[src/rtl/board_input_ctrl_if.sv]
// rtl/board_input_ctrl_if.sv - Avalon-MM register port of board_input_ctrl (fixed read latency 1)
interface board_input_ctrl_if;
    logic [1:0]  address;
    logic        read;
    logic        write;
    logic [31:0] writedata;
    logic [31:0] readdata;

    modport master (
        output address,
        output read,
        output write,
        output writedata,
        input  readdata
    );

    modport slave (
        input  address,
        input  read,
        input  write,
        input  writedata,
        output readdata
    );
endinterface

[src/rtl/board_input_ctrl.sv]
// rtl/board_input_ctrl.sv - switch/button synchronizer, tick debouncer, sticky edge flags and IRQ
module board_input_ctrl #(
    parameter int NSW       = 10,
    parameter int NKEY      = 3,
    parameter int DIV_RESET = 50000
) (
    input  logic                clk,
    input  logic                rst_n,
    input  logic [NSW-1:0]      sw_in,
    input  logic [NKEY-1:0]     key_in,
    board_input_ctrl_if.slave   bus,
    output logic                irq
);
    localparam int NIN = NSW + NKEY;
    localparam logic [15:0]    DIV_INIT = 16'(DIV_RESET);
    localparam logic [NIN-1:0] SYNC_RST = {{NKEY{1'b1}}, {NSW{1'b0}}};
    localparam logic [NIN-1:0] SW_BITS  = {{NKEY{1'b0}}, {NSW{1'b1}}};
    localparam logic [NIN-1:0] KEY_BITS = {{NKEY{1'b1}}, {NSW{1'b0}}};

    // Synchronizers carry raw pin levels; key polarity is flipped after them.
    logic [NIN-1:0]      r_sync1;
    logic [NIN-1:0]      r_sync2;
    logic [NIN-1:0]      w_sync;
    logic [15:0]         r_div;
    logic [15:0]         r_presc;
    logic                w_tick;
    logic [NIN-1:0][1:0] r_sc;
    logic [NIN-1:0]      r_db;
    logic [NIN-1:0]      r_db_d;
    logic [NIN-1:0]      r_edge;
    logic [NIN-1:0]      r_mask;
    logic [31:0]         r_rdata;
    logic [31:0]         w_rdata;
    logic                w_wr_edge;
    logic                w_wr_mask;
    logic                w_wr_div;
    logic [NIN-1:0]      w_edge_set;
    logic [NIN-1:0]      w_edge_clr;
    logic                w_unused_wdata;

    assign w_sync = {~r_sync2[NIN-1:NSW], r_sync2[NSW-1:0]};

    always_ff @(posedge clk) begin
        if (!rst_n) begin
            r_sync1 <= SYNC_RST;
            r_sync2 <= SYNC_RST;
        end else begin
            r_sync1 <= {key_in, sw_in};
            r_sync2 <= r_sync1;
        end
    end

    assign w_wr_edge = bus.write && (bus.address == 2'd1);
    assign w_wr_mask = bus.write && (bus.address == 2'd2);
    assign w_wr_div  = bus.write && (bus.address == 2'd3);

    // A divider of 0 or 1 degenerates to a tick on every cycle.
    assign w_tick = (r_div <= 16'd1) || (r_presc == (r_div - 16'd1));

    always_ff @(posedge clk) begin
        if (!rst_n) begin
            r_presc <= 16'd0;
        end else if (w_wr_div || w_tick) begin
            r_presc <= 16'd0;
        end else begin
            r_presc <= r_presc + 16'd1;
        end
    end

    // Three consecutive ticks of disagreement are needed before db follows.
    always_ff @(posedge clk) begin
        if (!rst_n) begin
            r_sc <= '0;
            r_db <= '0;
        end else if (w_wr_div) begin
            r_sc <= '0;
        end else if (w_tick) begin
            for (int i = 0; i < NIN; i++) begin
                if (w_sync[i] == r_db[i]) begin
                    r_sc[i] <= 2'd0;
                end else if (r_sc[i] == 2'd2) begin
                    r_db[i] <= w_sync[i];
                    r_sc[i] <= 2'd0;
                end else begin
                    r_sc[i] <= r_sc[i] + 2'd1;
                end
            end
        end
    end

    assign w_edge_set = ((r_db ^ r_db_d) & SW_BITS) | (r_db & ~r_db_d & KEY_BITS);
    assign w_edge_clr = w_wr_edge ? bus.writedata[NIN-1:0] : '0;

    always_ff @(posedge clk) begin
        if (!rst_n) begin
            r_db_d <= '0;
            r_edge <= '0;
            r_mask <= '0;
            r_div  <= DIV_INIT;
        end else begin
            r_db_d <= r_db;
            r_edge <= (r_edge & ~w_edge_clr) | w_edge_set;
            if (w_wr_mask) begin
                r_mask <= bus.writedata[NIN-1:0];
            end
            if (w_wr_div) begin
                r_div <= bus.writedata[15:0];
            end
        end
    end

    always_comb begin
        w_rdata = 32'd0;
        case (bus.address)
            2'd0:    w_rdata = {{(32-NIN){1'b0}}, r_db};
            2'd1:    w_rdata = {{(32-NIN){1'b0}}, r_edge};
            2'd2:    w_rdata = {{(32-NIN){1'b0}}, r_mask};
            default: w_rdata = {16'd0, r_div};
        endcase
    end

    always_ff @(posedge clk) begin
        if (!rst_n) begin
            r_rdata <= 32'd0;
        end else if (bus.read) begin
            r_rdata <= w_rdata;
        end
    end

    assign bus.readdata   = r_rdata;
    assign irq            = |(r_edge & r_mask);
    assign w_unused_wdata = ^bus.writedata[31:16];
endmodule

[src/flat_wrapper.sv]
// flat-port wrapper written by rule: the top's interface ports become plain ports
module board_input_ctrl_flat 
#(
    parameter int NSW       = 10,
    parameter int NKEY      = 3,
    parameter int DIV_RESET = 50000
)
  (clk, rst_n, sw_in, key_in, irq, bus_address, bus_read, bus_write, bus_writedata, bus_readdata);
  board_input_ctrl_if bus_i ();
  input  logic clk;
  input  logic rst_n;
  input  logic [NSW-1:0] sw_in;
  input  logic [NKEY-1:0] key_in;
  output logic irq;
  input wire logic [$bits(bus_i.address)-1:0] bus_address;
  input wire logic [$bits(bus_i.read)-1:0] bus_read;
  input wire logic [$bits(bus_i.write)-1:0] bus_write;
  input wire logic [$bits(bus_i.writedata)-1:0] bus_writedata;
  output wire logic [$bits(bus_i.readdata)-1:0] bus_readdata;
  assign bus_i.address = bus_address;
  assign bus_i.read = bus_read;
  assign bus_i.write = bus_write;
  assign bus_i.writedata = bus_writedata;
  assign bus_readdata = bus_i.readdata;
  board_input_ctrl #(.NSW(NSW), .NKEY(NKEY), .DIV_RESET(DIV_RESET)) u_core (.clk(clk), .rst_n(rst_n), .sw_in(sw_in), .key_in(key_in), .bus(bus_i), .irq(irq));
endmodule
[config.mk]
export PLATFORM = sky130hd
export DESIGN_NAME = board_input_ctrl_flat
export DESIGN_NICKNAME = d
export VERILOG_FILES = /design/src/rtl/board_input_ctrl_if.sv /design/src/rtl/board_input_ctrl.sv /design/src/flat_wrapper.sv
export SDC_FILE = /design/constraint.sdc
export NUM_CORES = 1
export LEC_CHECK = 0
export ABC_AREA = 0
export BUFFER_PORTS_ARGS = -buffer_cell sky130_fd_sc_hd__buf_4
export CORE_MARGIN = 1.5
export CORE_UTILIZATION = 55
export DETAILED_ROUTE_END_ITERATION = 16
export HOLD_SLACK_MARGIN = 0.1
export PLACE_DENSITY = 0.78
export SLEW_MARGIN = 20
export SYNTH_ARGS = -nofsm -noshare
export SYNTH_HDL_FRONTEND = slang
export SYNTH_SLANG_ARGS = --single-unit
[constraint.sdc]
create_clock -name clk -period 3.96 [get_ports clk]
set_input_delay 0.198 -clock clk [delete_from_list [all_inputs] [get_ports clk]]
set_output_delay 0.198 -clock clk [all_outputs]
set_load 0.01 [all_outputs]
==> results.cfg <==
[status]
outcome = finished clean

[cells_and_area]
layout-drive-gt1-share_pct = 14.02
nets = 840
area_delta_synth_final_pct = 18.00
insertedDiodeCount = 0
fillers = 934
stdcell_count = 967

[routing]
antenna_left = 0
firstDrtPassIters = 4
drcViolationCount = 0
drtIter0Drc = 403
avgViaCountPerCell = 5.441
routed-via-count = 5261
wl_per_cell_um = 15.49
drt-total-wl_mm = 14.98

[timing]
max_freq_mhz = 297.7
timing.hold.ws_ns = 0.2256
finalSetupTns_ns = 0
fin_skew_ns = 0.009566
maxSlewViolCount = 0
finalCritPeriodShare_pct = 84.82
grt_setup_unrepaired = no
setup_violations = 0
max_slew.worst_pin.slew_ns = 1.015
layout_min_cycle_time_ns = 3.359
fin_ws_ns = 0.6010
maxSlewHeadroom_pct = 32.09
hold_violations = 0

[synth]
synthesis.area_sq_mm = 0.006854
yosys-top-cells-count = dfxtp_1, nand2_1, nor2_1
yosys_warnings = 0
yosysTopAreaCell = dfxtp_1
yosysMostFrequentCell = dfxtp_1
synth_area_leaders = dfxtp_1, mux2i_1, nand2_1
synthCells = 728
avgSynthCellArea_sq_um = 9.415
async_reset_ff_share_pct = 0
synth-edff-count = 0
seq_area_frac_synth_pct = 44.40
ys.flop_type = dfxtp_1
synth_top_area_share_pct = 44.40
synthDistinctLibCells = 51
synth_seq_cells = 152

[setup_path]
critPathMaxStageDelay_ns = 0.49
cp.depth = 11
reg2regPathDepth = 11
path_buf_inv = 2
crit_path_end = u_core.r_db[3]$_SDFFE_PN0P_
slowest_stage = o31ai_4
critPathLaunch = u_core.r_div[0]$_SDFFE_PN0P_
startpoint_type = flip-flop
reg2reg_from = u_core.r_div[0]$_SDFFE_PN0P_
crit_type = reg2reg
crit_family = simple AND/OR/NAND/NOR gates
worst_r2r_endpoint = u_core.r_db[3]$_SDFFE_PN0P_
reg2reg_slack_ns = 0.60
critPathMaxFanout = 30
cp.arrival_ns = 3.67
crit_chain = inv_1 -> ha_1 -> nor3b_2 -> nor2b_1 -> xnor2_1 -> nor4_1 -> o2111ai_1 -> o31ai_4 -> buf_12 -> nand4b_1 -> mux2i_1
required_ns = 4.27
crit_path_end_kind = flip-flop

[place]
hpwlAfterDp_mm = 9.983
io_buffers = 51
dpl.cell_count = 906
pre_cts_slack_ns = 0.4115
routabilityCongestion = 0.8533

[cts]
htreeDepth = 4
ctsRootBufferMaster = clkbuf_16
cts_tree = yes
clk_pin_slew_ns = 0.06
clkSinkCount = 152
ctsLongestPathBuffers = 2
clkLatencyLatePin_ns = 0.43
postCtsSetupRepairBufs = 0
cts_buffers = 17

[floorplan]
die_w_um = 114.6
ios = 84
die_area_sq_mm = 0.01314
placementRows = 40
die_h_um = 114.6
coreArea_sq_mm = 0.01206
initial_core_util_pct = 56.83

[power]
p_leak_uw = 0.003186
ir_worst_vdd_mv = 0.5224
power.density_mw_per_mm2 = 412.9

[job]
max_cap_violations = 0

[global_route]
grt_pass1_vias = 5176
antenna_found_initial = 0
grt_max_degree = 112
globalRouteTotalUtil_pct = 24.30
grt_first_pass_wirelength_mm = 24.71
overflow = 0

[min_path]
hp-class = in2reg
cells in the final DEF, fill, tap and decap left out, types with 4 or more instances in the layout:
cell type      Yosys  layout
and2_1            24      24
nor2b_1           33      33
mux2i_1           49      49
nor2_1            52      52
a21oi_1           16      16
nor3_1            15      15
dlygate4sd3_1      0      29
a221oi_1           4       4
and3_1             5       5
dfxtp_1          152     152
conb_1             1      16
a21boi_0          26      26
nand4b_1          13      13
clkbuf_16          0      17
xnor2_1           27      27
buf_4             17      54
xor2_1            31      31
nor3b_1           13      12
nand2b_1           9       9
clkinvlp_4         0       6
nand3_1           16      16
nand2_1          103     103
nor4_1             4       4
nand4_1            8       8
mux4_2            13      13
inv_1             14      14
o21ai_0            6       6
routing by layer:
metal	global-route usage (%)	vias up	share of wire, %
met5	0	-	0
met4	10.08	0	1.8
met3	5.558	22	6.0
met2	41.64	171	49
met1	29.42	2524	43
li1	-	2544	-
flip-flops by register name (all words and copies together) (netlist names):
name / flops
u_core.r_db_d: 13
u_core.bus.readdata: 16
u_core.r_presc: 16
u_core.r_sync1: 13
u_core.r_edge: 13
u_core.r_sync2: 13
u_core.r_sc: 26
u_core.r_div: 16
u_core.r_db: 13
u_core.r_mask: 13
worst min path at each step:
stage,cells past startpoint,endpoint,slack [ns],startpoint
after floorplan,1,u_core.r_sync1[10]$_SDFF_PN1_,0.30,key_in[0]
after global placement,2,u_core.r_sync1[10]$_SDFF_PN1_,0.38,key_in[0]
after detailed placement,2,u_core.r_sync1[11]$_SDFF_PN1_,0.39,key_in[1]
after CTS,3,u_core.bus.readdata[14]$_SDFFE_PN0P_,0.20,bus_read
after global routing,3,u_core.bus.readdata[15]$_SDFFE_PN0P_,0.23,bus_read
final,3,u_core.bus.readdata[14]$_SDFFE_PN0P_,0.23,bus_read
logic make-up after synthesis:
group | after synthesis | share of synthesized area, %
adder cells (fa/ha/maj) | 3 | 0.5477
flip-flops | 152 | 44.40
AND/OR/NAND/NOR | 307 | 23.02
AO/OA/AOI/OAI | 68 | 7.229
other | 1 | 0.05471
buffers and inverters | 74 | 5.422
multiplexers | 65 | 11.92
XOR/XNOR | 58 | 7.412
per-stage QoR:
| stage | util, % | total power (uW) | cell area, sq um |
|---|---|---|---|
| floorplan | - | 1759 | 6910 |
| global placement | 59.92 | 1811 | 7227 |
| detailed placement | 59.92 | 1819 | 7227 |
| CTS | 67.01 | 3359 | 8083 |
| global route | 67.05 | 3449 | 8088 |
| finish | 67.05 | 3339 | 8088 |
power breakdown:
part / total, uW / leakage [uW] / switching, uW / internal [uW]
Combinational: 222 / 0.00170 / 115 / 107
Clock: 1530 / 0.000256 / 642 / 887
Sequential: 1590 / 0.00123 / 30.6 / 1560
Total: 3340 / 0.00319 / 787 / 2550
tightest hold or removal path, delay by kind of cell:
kind,cells,cell delay (ns)
and+or+nand+nor,1,0.11
AOI/OAI and AO/OA,1,0.07
buffers and inverters,1,0.21
layout make-up:
cell class	count	area [sq um]	area share [%]
clock buffers	20	446.7	5.523
clock inverters	12	118.9	1.470
inverters	14	52.55	0.6498
multi-input cells	517	3501	43.29
flip-flops and latches	152	3043	37.62
well taps	168	210.2	2.599
repair buffers	84	715.7	8.849
what timing repair did:
item | 4_1_cts | 5_1_grt
gates resized for setup | 0 | 1
hold buffers | 29 | 0
endpoints found under the setup margin | 0 | 9
endpoints found under the hold margin | 42 | 0
Note: power is estimated with default switching activity, not from simulation.
